File: src/rtl/fetch_pkg.sv
// fetch_pkg: shared types and constants for the instruction-fetch stage.
// Provides the fetch FSM state type, the PC increment, the NOP encoding and a PC alignment helper.
package fetch_pkg;

    typedef enum logic [1:0] {
        S_BOOT,
        S_REQ,
        S_DRAIN
    } fetch_state_t;

    localparam logic [31:0] PC_STEP   = 32'd4;
    localparam logic [31:0] INSTR_NOP = 32'h0000_0013;

    function automatic logic [31:0] align_pc(input logic [31:0] pc);
        return {pc[31:2], 2'b00};
    endfunction

endpackage

File: src/rtl/fetch_perf_cnt.sv
// fetch_perf_cnt: saturating event counter, cleared by rst.
// Ports: clk, rst (async, active-high), inc (count enable), cnt[PERF_W-1:0] (current count).
module fetch_perf_cnt #(
    parameter int PERF_W = 32
) (
    input  logic              clk,
    input  logic              rst,
    input  logic              inc,
    output logic [PERF_W-1:0] cnt
);

    logic [PERF_W-1:0] cnt_q;
    logic [PERF_W-1:0] cnt_d;

    always_comb begin
        cnt_d = cnt_q;
        if (inc && (cnt_q != '1)) begin
            cnt_d = cnt_q + {{(PERF_W-1){1'b0}}, 1'b1};
        end
    end

    always_ff @(posedge clk or posedge rst) begin
        if (rst) begin
            cnt_q <= '0;
        end else begin
            cnt_q <= cnt_d;
        end
    end

    assign cnt = cnt_q;

endmodule

File: src/rtl/fetch_ctrl.sv
// fetch_ctrl: instruction-fetch sequencer. Owns the PC, runs the req/ack handshake to instruction
// memory and keeps one fetched instruction in an output buffer for decode.
// Ports: clk, rst (async, active-high); redirect_valid/redirect_pc from MEM; stall from decode;
//   imem_req/imem_addr out, imem_ack/imem_rdata in; if_valid/if_pc/if_instr to decode.
// Build option: define FETCH_PERF_EN to add perf_fetch_cnt/perf_stall_cnt (width PERF_W).
module fetch_ctrl
    import fetch_pkg::*;
#(
    parameter logic [31:0] RESET_PC = 32'h0000_0000
`ifdef FETCH_PERF_EN
    ,
    parameter int PERF_W = 32
`endif
) (
    input  logic        clk,
    input  logic        rst,
    input  logic        redirect_valid,
    input  logic [31:0] redirect_pc,
    input  logic        stall,
    output logic        imem_req,
    output logic [31:0] imem_addr,
    input  logic        imem_ack,
    input  logic [31:0] imem_rdata,
    output logic        if_valid,
    output logic [31:0] if_pc,
    output logic [31:0] if_instr
`ifdef FETCH_PERF_EN
    ,
    output logic [PERF_W-1:0] perf_fetch_cnt,
    output logic [PERF_W-1:0] perf_stall_cnt
`endif
);

    fetch_state_t state_q, state_d;
    logic [31:0]  pc_q, pc_d;
    logic [31:0]  tgt_q, tgt_d;
    logic [31:0]  if_pc_q, if_pc_d;
    logic [31:0]  if_instr_q, if_instr_d;
    logic         if_valid_q, if_valid_d;
    logic         issued_q, issued_d;

    logic         consume;
    logic         buf_free;
    logic         req;
    logic         capture;
    logic [31:0]  redir_pc;

    assign redir_pc = align_pc(redirect_pc);
    assign consume  = if_valid_q & ~stall;
    assign buf_free = ~if_valid_q | consume;

    // An issued request must be held until acked, even if the buffer has since filled.
    always_comb begin
        unique case (state_q)
            S_REQ:   req = buf_free | issued_q;
            S_DRAIN: req = 1'b1;
            default: req = 1'b0;
        endcase
    end

    assign capture = (state_q == S_REQ) & req & imem_ack & ~redirect_valid;

    always_comb begin
        state_d    = state_q;
        pc_d       = pc_q;
        tgt_d      = tgt_q;
        issued_d   = issued_q;
        if_valid_d = if_valid_q;
        if_pc_d    = if_pc_q;
        if_instr_d = if_instr_q;

        if (consume) begin
            if_valid_d = 1'b0;
        end

        unique case (state_q)
            S_BOOT: begin
                state_d = S_REQ;
                if (redirect_valid) begin
                    pc_d = redir_pc;
                end
            end
            S_REQ: begin
                if (redirect_valid) begin
                    if_valid_d = 1'b0;
                    issued_d   = 1'b0;
                    // A request already on the bus cannot be withdrawn: drain it first.
                    if (req && !imem_ack) begin
                        tgt_d   = redir_pc;
                        state_d = S_DRAIN;
                    end else begin
                        pc_d = redir_pc;
                    end
                end else if (capture) begin
                    if_valid_d = 1'b1;
                    if_pc_d    = pc_q;
                    if_instr_d = imem_rdata;
                    pc_d       = pc_q + PC_STEP;
                    issued_d   = 1'b0;
                end else begin
                    issued_d = req;
                end
            end
            S_DRAIN: begin
                if_valid_d = 1'b0;
                if (redirect_valid) begin
                    tgt_d = redir_pc;
                end
                if (imem_ack) begin
                    pc_d     = redirect_valid ? redir_pc : tgt_q;
                    state_d  = S_REQ;
                    issued_d = 1'b0;
                end
            end
            default: begin
                state_d = S_BOOT;
            end
        endcase

        if (!if_valid_d) begin
            if_instr_d = INSTR_NOP;
        end
    end

    always_ff @(posedge clk or posedge rst) begin
        if (rst) begin
            state_q    <= S_BOOT;
            pc_q       <= RESET_PC;
            tgt_q      <= RESET_PC;
            issued_q   <= 1'b0;
            if_valid_q <= 1'b0;
            if_pc_q    <= 32'h0;
            if_instr_q <= INSTR_NOP;
        end else begin
            state_q    <= state_d;
            pc_q       <= pc_d;
            tgt_q      <= tgt_d;
            issued_q   <= issued_d;
            if_valid_q <= if_valid_d;
            if_pc_q    <= if_pc_d;
            if_instr_q <= if_instr_d;
        end
    end

    assign imem_req  = req;
    assign imem_addr = pc_q;
    assign if_valid  = if_valid_q;
    assign if_pc     = if_pc_q;
    assign if_instr  = if_instr_q;

`ifdef FETCH_PERF_EN
    fetch_perf_cnt #(
        .PERF_W(PERF_W)
    ) u_fetch_cnt (
        .clk(clk),
        .rst(rst),
        .inc(capture),
        .cnt(perf_fetch_cnt)
    );

    fetch_perf_cnt #(
        .PERF_W(PERF_W)
    ) u_stall_cnt (
        .clk(clk),
        .rst(rst),
        .inc(if_valid_q & stall),
        .cnt(perf_stall_cnt)
    );
`endif

endmodule

File: config.mk
export PLATFORM = sky130hd
export DESIGN_NAME = fetch_ctrl
export DESIGN_NICKNAME = d
export VERILOG_FILES = /design/src/rtl/fetch_pkg.sv /design/src/rtl/fetch_perf_cnt.sv /design/src/rtl/fetch_ctrl.sv
export SDC_FILE = /design/constraint.sdc
export NUM_CORES = 1
export LEC_CHECK = 0
export CAP_MARGIN = 30
export CORE_MARGIN = 2
export CORE_UTILIZATION = 49
export DETAILED_ROUTE_END_ITERATION = 7
export PLACE_DENSITY = 0.8
export RECOVER_POWER = 25
export SYNTH_ARGS = -nofsm -noshare
export SYNTH_HDL_FRONTEND = slang
export SYNTH_SLANG_ARGS = --single-unit
File: constraint.sdc
create_clock -name clk -period 5.33 [get_ports clk]
set_input_delay 1.066 -clock clk [delete_from_list [all_inputs] [get_ports clk]]
set_output_delay 1.066 -clock clk [all_outputs]
set_load 0.01 [all_outputs]
==> results.tsv, run 1 <==
stage	metric	value	unit
setup_path	crit_path_end	imem_req	
power	power.switching_fraction	38.1	%
detailed_routing	dr_drc_count	0	
placement	io_buffers	164	
logic_synthesis	yosys_most_used_dff	dfrtp_1	
global_route	grt_overflow	0	
logic_synthesis	syn-cell-area	0.00646	mm²
power	total_power_density_per_cell_area	540	mW/mm²
power	total_power	0.00481	W
timing	smallest_setup_slack_after_layout	1610	ps
setup_path	timing_worst_setup_path_type	primary input to output port	
clock_tree	worstSkewPairLatency	420	ps
global_route	grt_first_pass_wirelength	31.6	mm
final_layout	num-nets-final	938	
setup_path	critPathCaptureType	output port	
setup_path	cp_cell_sequence	clkdlybuf4s50_1, nand3b_1, a21oi_1, nand2b_1, inv_1, clkdlybuf4s50_1	
timing	setup-tns-final	0	ps
logic_synthesis	number_of_storage_elements_in_the_synthesis_netlist	132	
timing	final-max-slew-violation-count	39	
power	vdd.ir_drop.worst	261	µV
setup_path	cp_common_cell	clkdlybuf4s50_1	
power	seqPwrFrac	35.6	%
setup_path	cpPeakStageDelay	500	ps
clock_tree	tritoncts.num_buffers	17	
global_route	grt.total_usage	28.2	%
clock_tree	cts.repair.resized	0	
outcome	status	finished, violations left	
detailed_routing	drtIter0Drc	632	
die	core.rowCount	41	
setup_path	setup_crit_start_kind	primary input	
logic_synthesis	async_set_reset_flop_share_out_of_synthesis	100	%
power	static-leakage-power	3.75	nW
setup_path	reg2reg_to	imem_addr[25]$_DFFE_PP0P_	
detailed_routing	ant_nets	0	
clock_tree	cts.clk_slew.worst_paths	60	ps
clock_tree	cts_root_buffer_type	clkbuf_16	
setup_path	start_point_of_the_critical_path	stall	
detailed_routing	route.detailed.wl_per_inst	18.9	µm
die	io_pins	167	
detailed_routing	num_vias	6284	
setup_path	regToRegStartpoint	state_q[1]$_DFFE_PP0P_	
clock_tree	h-tree-depth	4	
global_route	grt_start_max_net_pins	51	
clock_tree	post-cts-setup-buffers	0	
job	drv.max_cap_violation_count	1	
clock_tree	clock_tree_from_tritoncts	done	
setup_path	crit_required	4260	ps
timing	finalCriticalPeriod	3720	ps
die	start_util	50.8	%
clock_tree	hold_buffers	0	
die	die_y	119	µm
detailed_routing	detailedRoute.firstPassIterationCount	5	
detailed_routing	route.detailed.vias_per_inst	6.00	
timing	max-slew-margin-rel	-34.2	%
logic_synthesis	synth_enable_flop_cells	0	
final_layout	n_antenna_cell	0	
placement	dpl_worst_slack	1540	ps
power	switching_power	0.00183	W
min_path	hold_path_class	flip-flop to flip-flop	
final_layout	layout-area-overhead-vs-synth	37.9	%
placement	detailed_place_hpwl	13.6	mm
logic_synthesis	synth_area_per_cell	9.07	µm²
outcome	violations	capacitance limit, slew limit	
timing	hold_violations	0	
timing	finalClockSkew	7.45	ps
logic_synthesis	synth-seq-area-share	51.2	%
power	cellInternalPower	0.00298	W
final_layout	final_layout_size_suffix_gt1_share	9.82	%
placement	globalplace.congestion	0.844	
power	power.share.clock	22.6	%
die	design.die.area	0.0141	mm²
setup_path	setup.reg_to_reg.worst_slack	2130	ps
setup_path	worstPathMaxFanout	3	
logic_synthesis	post_synth_num_cell_types	59	
logic_synthesis	synth_fp_nets	787	
logic_synthesis	number_of_standard_cells_after_synthesis	712	
timing	fmax	268	MHz
timing	tightest_slew	2000	ps
setup_path	reg2reg_depth	10	
timing	setup_viol_count_final	0	
detailed_routing	finalWirelength	19.8	mm
global_route	first_global_vias	6200	
global_route	grt_antenna_before_repair	0	
die	floorplan.core_area	0.0127	mm²
setup_path	timing.critical_path.arrival	2660	ps
timing	layout_worst_path_cycle_share	69.9	%
die	die_x	119	µm
setup_path	cell_type_of_the_slowest_stage_on_the_worst_timing_path	clkdlybuf4s50_1	
logic_synthesis	ys.warnings.count	0	
clock_tree	clkSinkCount	132	
timing	rsz_0062_raised_after_global_routing	false	
clock_tree	clock_tree.buffer_depth	2	
power	power.combinational.fraction	41.8	%
## cells in the mapped netlist, drive strengths merged (14+ instances only)
| library cell | instances | area, µm² |
|---|---|---|
| nand3 | 14 | 75.1 |
| inv | 15 | 56.3 |
| o21ai | 51 | 255 |
| a21oi | 46 | 230 |
| mux2 | 30 | 338 |
| clkbuf | 37 | 139 |
| nand2 | 180 | 676 |
| dfrtp | 129 | 3230 |
| a221oi | 15 | 131 |
| nor2 | 44 | 165 |
## power groups by stage
stage	registers, W	logic, W	clock network, W
after floorplan	0.00169	0.00106	0
after global placement	0.00169	0.00188	0
after global routing	0.00175	0.00218	0.00114
after detailed placement	0.00171	0.00198	0
after CTS	0.00170	0.00199	0.00110
final	0.00172	0.00201	0.00109
## area by class of cell
type	count	area (µm²)
clock buffer	29	541
timing repair buffer	180	1840
clock inverter	3	15.0
fill	997	3810
sequential	132	3310
inverter	17	65.1
tap	172	215
multi-input combinational	515	2930
## registers in the layout, indices dropped and copies added (netlist names)
name,cells
if_valid,1
tgt_q,32
state_q,2
if_pc,32
issued_q,1
imem_addr,32
if_instr,32
## cell usage in the layout (no fill, tap or decap), drive strengths merged, types with 6 or more instances in the layout
cell           instances
o31ai                 11
and3                   7
dfrtp                129
nor3                  11
buf                   16
a21oi                 46
a221oi                15
ha                     6
nand3                 14
nand4                 11
inv                   14
clkbuf                29
clkdlybuf4s50        163
nand2                180
o21ai                 51
nor2                  44
nor2b                  8
mux2                  30
## worst min-delay path by stage
stage | slack (ps) | cells after the start | endpoint | startpoint
after floorplan | 460 | 1 | tgt_q[0]$_DFFE_PP0P_ | tgt_q[0]$_DFFE_PP0P_
after global placement | 460 | 2 | if_pc[2]$_DFFE_PP0P_ | if_pc[2]$_DFFE_PP0P_
after detailed placement | 460 | 2 | if_pc[8]$_DFFE_PP0P_ | if_pc[8]$_DFFE_PP0P_
after CTS | 470 | 2 | if_pc[8]$_DFFE_PP0P_ | if_pc[8]$_DFFE_PP0P_
after global routing | 500 | 2 | if_pc[7]$_DFFE_PP0P_ | if_pc[7]$_DFFE_PP0P_
final | 470 | 2 | if_pc[8]$_DFFE_PP0P_ | if_pc[8]$_DFFE_PP0P_
## metrics by stage
step	utilization [%]	std cells	cell area (µm²)	hold WS [ps]
6_report	70.1	1048	8910	473
2_1_floorplan	-	712	6460	464
4_1_cts	69.8	1047	8890	475
5_1_grt	70.1	1048	8910	500
3_3_place_gp	64.8	1010	8250	459
3_5_place_dp	65.5	1015	8330	461
## worst max-delay path, delay by kind of cell
family          cells  cell delay [ps]
compound gates      1              260
buf+inv             3             1050
simple gates        2              300
## cells by family after synthesis
| family | Yosys count | share of synthesized area, % |
|---|---|---|
| flip-flops | 132 | 51.2 |
| XOR/XNOR | 3 | 0.407 |
| multiplexers | 31 | 5.38 |
| adder cells (fa/ha/maj) | 6 | 1.16 |
| AO/OA/AOI/OAI | 176 | 17.8 |
| buffers and inverters | 65 | 3.91 |
| AND/OR/NAND/NOR | 299 | 20.2 |
## metal layers
| metal | wire (µm) | global-route usage, % | vias up |
|---|---|---|---|
| li1 | - | - | 2814 |
| met1 | 7740 | 35.2 | 3070 |
| met2 | 9720 | 46.3 | 334 |
| met3 | 1590 | 5.51 | 66 |
| met4 | 734 | 15.3 | 0 |
| met5 | 0 | 0 | - |
No activity file was read; power rests on OpenSTA's default activity.
==> run 2, diff against run 1 <==
--- a/config.mk
+++ b/config.mk
@@ -7,9 +7,9 @@
 export LEC_CHECK = 0
 export CAP_MARGIN = 30
 export CORE_MARGIN = 2
-export CORE_UTILIZATION = 49
+export CORE_UTILIZATION = 45
 export DETAILED_ROUTE_END_ITERATION = 7
-export PLACE_DENSITY = 0.8
+export PLACE_DENSITY = 0.78
 export RECOVER_POWER = 25
 export SYNTH_ARGS = -nofsm -noshare
 export SYNTH_HDL_FRONTEND = slang
==> constraint.sdc (replaced) <==
create_clock -name clk -period 3.25 [get_ports clk]
set_input_delay 0.65 -clock clk [delete_from_list [all_inputs] [get_ports clk]]
set_output_delay 0.65 -clock clk [all_outputs]
set_load 0.01 [all_outputs]
==> results.tsv, run 2 (synthesis results as in run 1) <==
stage	metric	value	unit
power	total_power_density_per_cell_area	895	mW/mm²
clock_tree	cts_root_buffer_type	clkbuf_16	
clock_tree	tritoncts.num_buffers	17	
detailed_routing	met2RoutedLength	9.21	mm
timing	hold_violations	0	
setup_path	critPathCaptureType	output port	
setup_path	cell_type_of_the_slowest_stage_on_the_worst_timing_path	clkdlybuf4s50_1	
power	static-leakage-power	3.81	nW
die	design.die.area	0.0153	mm²
die	start_util	46.4	%
power	cellInternalPower	0.00512	W
die	floorplan.core_area	0.0139	mm²
power	power.share.clock	24.8	%
timing	setup_viol_count_final	0	
timing	fin_worst_hold_slack	471	ps
outcome	status	completed	
detailed_routing	ant_nets	0	
final_layout	n_antenna_cell	0	
clock_tree	clock_tree_from_tritoncts	done	
clock_tree	worstSkewPairLatency	420	ps
timing	final-max-slew-violation-count	0	
setup_path	cp_cell_sequence	inv_1, ha_1, a21oi_1, nand2b_1, inv_1, clkdlybuf4s50_1	
power	power.combinational.fraction	41.0	%
global_route	grt_overflow	0	
setup_path	cpPeakStageDelay	530	ps
timing	tightest_slew	1220	ps
setup_path	critical_path.n_buffers_inverters	3	
final_layout	layout_commonest_cell	nand2_1	
clock_tree	clkSinkCount	132	
global_route	grt_start_max_net_pins	51	
detailed_routing	finalWirelength	18.7	mm
detailed_routing	met3_length	896	µm
setup_path	start_point_of_the_critical_path	state_q[1]$_DFFE_PP0P_	
setup_path	timing_worst_setup_path_type	flip-flop to output port	
timing	finalCriticalPeriod	3070	ps
timing	finalClockSkew	8.26	ps
detailed_routing	wl_met1	8.11	mm
die	io_pins	167	
detailed_routing	drtIter0Drc	415	
global_route	grt_first_pass_wirelength	29.9	mm
placement	dpl_worst_slack	394	ps
setup_path	crit_required	2600	ps
die	core.rowCount	43	
power	switching_power	0.00298	W
global_route	grt_antenna_before_repair	0	
timing	smallest_setup_slack_after_layout	176	ps
placement	globalplace.congestion	0.843	
setup_path	critPathTopFamily	buffers and inverters	
job	drv.max_cap_violation_count	0	
detailed_routing	top_signal_layer_used	met4	
setup_path	setup_crit_start_kind	flip-flop	
detailed_routing	detailedRoute.firstPassIterationCount	5	
setup_path	worstPathMaxFanout	13	
timing	setup-tns-final	0	ps
power	vdd.ir_drop.worst	489	µV
global_route	first_global_vias	5926	
detailed_routing	dr_drc_count	0	
clock_tree	h-tree-depth	4	
clock_tree	clock_tree.buffer_depth	2	
power	seqPwrFrac	34.2	%
placement	detailed_place_hpwl	12.9	mm
final_layout	num-nets-final	953	
detailed_routing	route.detailed.vias_per_inst	5.61	
detailed_routing	num_vias	6007	
min_path	hold_path_class	flip-flop to flip-flop	
min_path	startpoint_of_the_most_critical_hold_path	if_pc[10]$_DFFE_PP0P_	
power	power.switching_fraction	36.8	%
die	die_x	124	µm
timing	rsz_0062_raised_after_global_routing	false	
timing	max-slew-margin-rel	18.4	%
setup_path	timing.critical_path.arrival	2420	ps
final_layout	final_layout_size_suffix_gt1_share	11.8	%
die	die_y	124	µm
clock_tree	cts.clk_slew.worst_paths	50	ps
setup_path	cp_common_cell	inv_1	
timing	layout_worst_path_cycle_share	94.6	%
placement	io_buffers	164	
detailed_routing	route.detailed.wl_per_inst	17.5	µm
setup_path	regToRegStartpoint	state_q[0]$_DFFE_PP0P_	
final_layout	layout-area-overhead-vs-synth	40.0	%
timing	fmax	325	MHz
power	total_power	0.00809	W
final_layout	most-common-layout-cells	nand2_1, clkdlybuf4s50_1, dfrtp_1	
clock_tree	hold_buffers	0	
global_route	grt.total_usage	25.4	%
==> run 2: cell types whose count changed in the layout (fill, tap and decap cells not counted), sizes merged <==
cell      delta
clkinv       +1
clkbuf       -8
buf         +12
bufinv       +4
clkinvlp     +6
==> run 2: metrics by stage <==
stage / cells / util, % / cell area (µm²)
6_report: 1071 / 64.9 / 9040
5_1_grt: 1071 / 64.9 / 9040
4_1_cts: 1071 / 65.1 / 9080
3_5_place_dp: 1039 / 60.7 / 8450
3_3_place_gp: 1039 / 60.7 / 8450
2_1_floorplan: 712 / - / 6460
==> run 2: tightest hold or removal path: cells and delay by family, from the launching register on <==
family	cells	cell delay [ps]
flops	1	340
simple gates	2	100
==> run 2: what timing repair did <==
action / 4_1_cts / 5_1_grt
gates resized for setup: 0 / 1
setup endpoints to repair: 0 / 1
setup buffers: 0 / 0
endpoints found under the hold margin: 0 / 0
==> run 2: area by class of cell <==
type	count	area (µm²)
Fill cell	1162	4890
Sequential cell	132	3310
Multi-Input combinational cell	515	2930
Timing Repair Buffer	195	1890
Clock buffer	18	439
Tap cell	180	225
Clock inverter	14	185
Inverter	17	65.1
==> run 2: worst paths after layout <==
| kind | endpoint | depth (start not counted) | slack (ps) |
|---|---|---|---|
| setup / recovery | imem_req | 6 | 180 |
| hold / removal | if_pc[10]$_DFFE_PP0P_ | 2 | 470 |
| setup reg to reg | imem_addr[27]$_DFFE_PP0P_ | 8 | 500 |
| hold reg to reg | if_pc[10]$_DFFE_PP0P_ | 2 | 470 |
| max in group asynchronous | imem_addr[13]$_DFFE_PP0P_ | 3 | 740 |
| min in group asynchronous | if_pc[2]$_DFFE_PP0P_ | 2 | 940 |
==> run 2: power groups by stage <==
| stage | Clock, W | Combinational (W) | Sequential [W] |
|---|---|---|---|
| 6_report | 0.00201 | 0.00332 | 0.00277 |
| 5_1_grt | 0.00212 | 0.00362 | 0.00285 |
| 4_1_cts | 0.00204 | 0.00332 | 0.00276 |
| 3_5_place_dp | 0 | 0.00331 | 0.00278 |
| 3_3_place_gp | 0 | 0.00323 | 0.00276 |
| 2_1_floorplan | 0 | 0.00174 | 0.00278 |
==> run 2: per-layer routing <==
| layer | vias to the layer above | track usage (%) |
|---|---|---|
| met5 | - | 0 |
| met4 | 0 | 10.9 |
| met3 | 36 | 4.62 |
| met2 | 201 | 41.2 |
| met1 | 2923 | 33.3 |
| li1 | 2847 | - |
==> run 3, diff against run 2 <==
--- a/config.mk
+++ b/config.mk
@@ -8,8 +8,9 @@
 export CAP_MARGIN = 30
 export CORE_MARGIN = 2
 export CORE_UTILIZATION = 45
+export CTS_CLUSTER_SIZE = 16
 export DETAILED_ROUTE_END_ITERATION = 7
-export PLACE_DENSITY = 0.78
+export PLACE_DENSITY = 0.83
 export RECOVER_POWER = 25
 export SYNTH_ARGS = -nofsm -noshare
 export SYNTH_HDL_FRONTEND = slang
==> results.tsv, run 3 (synthesis results as in run 1) <==
stage	metric	value	unit
global_route	grt_first_pass_wirelength	30.8	mm
clock_tree	clock_tree.buffer_depth	2	
placement	detailed_place_hpwl	12.9	mm
setup_path	timing.critical_path.arrival	2300	ps
detailed_routing	detailedRoute.firstPassIterationCount	7	
die	die_y	124	µm
detailed_routing	num_vias	6198	
setup_path	timing_worst_setup_path_type	flip-flop to output port	
outcome	violations	capacitance limit, slew limit	
power	static-leakage-power	3.82	nW
setup_path	crit_required	2600	ps
final_layout	layout-area-overhead-vs-synth	39.6	%
timing	smallest_setup_slack_after_layout	297	ps
outcome	status	finished, violations left	
timing	finalCriticalPeriod	2950	ps
clock_tree	clkSinkCount	132	
setup_path	worstPathMaxFanout	11	
clock_tree	post-cts-setup-buffers	0	
placement	globalplace.congestion	0.880	
global_route	grt.total_usage	26.2	%
clock_tree	hold_buffers	0	
final_layout	layout_commonest_cell	nand2_1	
final_layout	num-nets-final	950	
final_layout	finish.cell_count_without_fillers	1068	
setup_path	critPathCaptureType	output port	
clock_tree	cts.clk_slew.worst_paths	60	ps
timing	layout_worst_path_cycle_share	90.9	%
die	start_util	46.4	%
timing	max-slew-margin-rel	-2.27	%
final_layout	n_antenna_cell	0	
timing	setup_viol_count_final	0	
global_route	grt_overflow	0	
timing	fin_worst_hold_slack	473	ps
die	die_x	124	µm
detailed_routing	drtIter0Drc	511	
timing	final-max-slew-violation-count	34	
die	core.rowCount	43	
global_route	first_global_vias	5974	
clock_tree	cts_root_buffer_type	clkbuf_16	
min_path	hold_path_class	flip-flop to flip-flop	
die	io_pins	167	
timing	fmax	339	MHz
final_layout	most-common-layout-cells	nand2_1, clkdlybuf4s50_1, dfrtp_1	
timing	rsz_0062_raised_after_global_routing	false	
placement	io_buffers	164	
global_route	grt_antenna_before_repair	0	
detailed_routing	finalWirelength	19.4	mm
clock_tree	worstSkewPairLatency	430	ps
job	drv.max_cap_violation_count	1	
die	design.die.area	0.0153	mm²
detailed_routing	ant_nets	0	
power	total_power_density_per_cell_area	897	mW/mm²
timing	finalClockSkew	12.8	ps
detailed_routing	route.detailed.vias_per_inst	5.80	
clock_tree	tritoncts.num_buffers	17	
power	vdd.ir_drop.worst	537	µV
clock_tree	h-tree-depth	4	
detailed_routing	route.detailed.wl_per_inst	18.1	µm
detailed_routing	dr_drc_count	0	
final_layout	final_layout_size_suffix_gt1_share	11.7	%
timing	hold_violations	0	
timing	setup-tns-final	0	ps
placement	dpl_worst_slack	367	ps
clock_tree	clock_tree_from_tritoncts	done	
setup_path	setup_crit_start_kind	flip-flop	
clock_tree	cts.repair.resized	0	
die	floorplan.core_area	0.0139	mm²
timing	tightest_slew	1530	ps
placement	placed_cells	1036	
global_route	grt_start_max_net_pins	51	
run 3: cell types whose count changed in the layout (fill, tap and decap cells not counted), sizes merged:
cell and change:
buf -3, bufinv -1, clkbuf +5, clkinv +1, clkinvlp -5
run 3: critical path, cell delays in order (launching register included):
cell	delay (ps)
dfrtp_1	420
inv_1	100
ha_1	560
nand2b_1	180
inv_1	90
clkdlybuf4s50_1	530
run 3: layout make-up:
cell class | instances | area (µm²)
Clock inverter | 9 | 123
Timing Repair Buffer | 192 | 1860
Sequential cell | 132 | 3310
Inverter | 17 | 65.1
Clock buffer | 23 | 508
Multi-Input combinational cell | 515 | 2930
Fill cell | 1095 | 4920
Tap cell | 180 | 225
run 3: final timing paths:
path                       cells after the start                        end  slack [ps]                   start
max                                            5                   imem_req         300  state_q[1]$_DFFE_PP0P_
min                                            2       if_pc[4]$_DFFE_PP0P_         470    if_pc[4]$_DFFE_PP0P_
max reg2reg                                    8  imem_addr[25]$_DFFE_PP0P_         490  state_q[1]$_DFFE_PP0P_
min reg2reg                                    2       if_pc[4]$_DFFE_PP0P_         470    if_pc[4]$_DFFE_PP0P_
max in group asynchronous                      3      tgt_q[14]$_DFFE_PP0P_         670                     rst
min in group asynchronous                      2   if_instr[27]$_DFFE_PP0P_        1050                     rst
run 3: metrics by stage:
stage                     utilization (%)  power [W]  area (µm²)
final                                64.7    0.00809        9020
after global routing                 64.7    0.00858        9020
after CTS                            65.0    0.00811        9060
after detailed placement             60.5    0.00605        8430
after global placement               60.5    0.00595        8430
after floorplan                         -    0.00452        6460
run 3: metal layers:
metal  track usage (%)  vias up  share of wire [%]
li1                  -     2846                  -
met1              34.6     3012                 41
met2              41.5      284                 49
met3              5.22       56                7.0
met4              12.6        0                3.5
met5                 0        -                  0
run 3: power breakdown:
part / internal [W] / switching [W] / leakage, nW
combinational: 0.00159 / 0.00171 / 1.80
sequential: 0.00221 / 0.000555 / 1.70
clock: 0.00132 / 0.000706 / 0.315
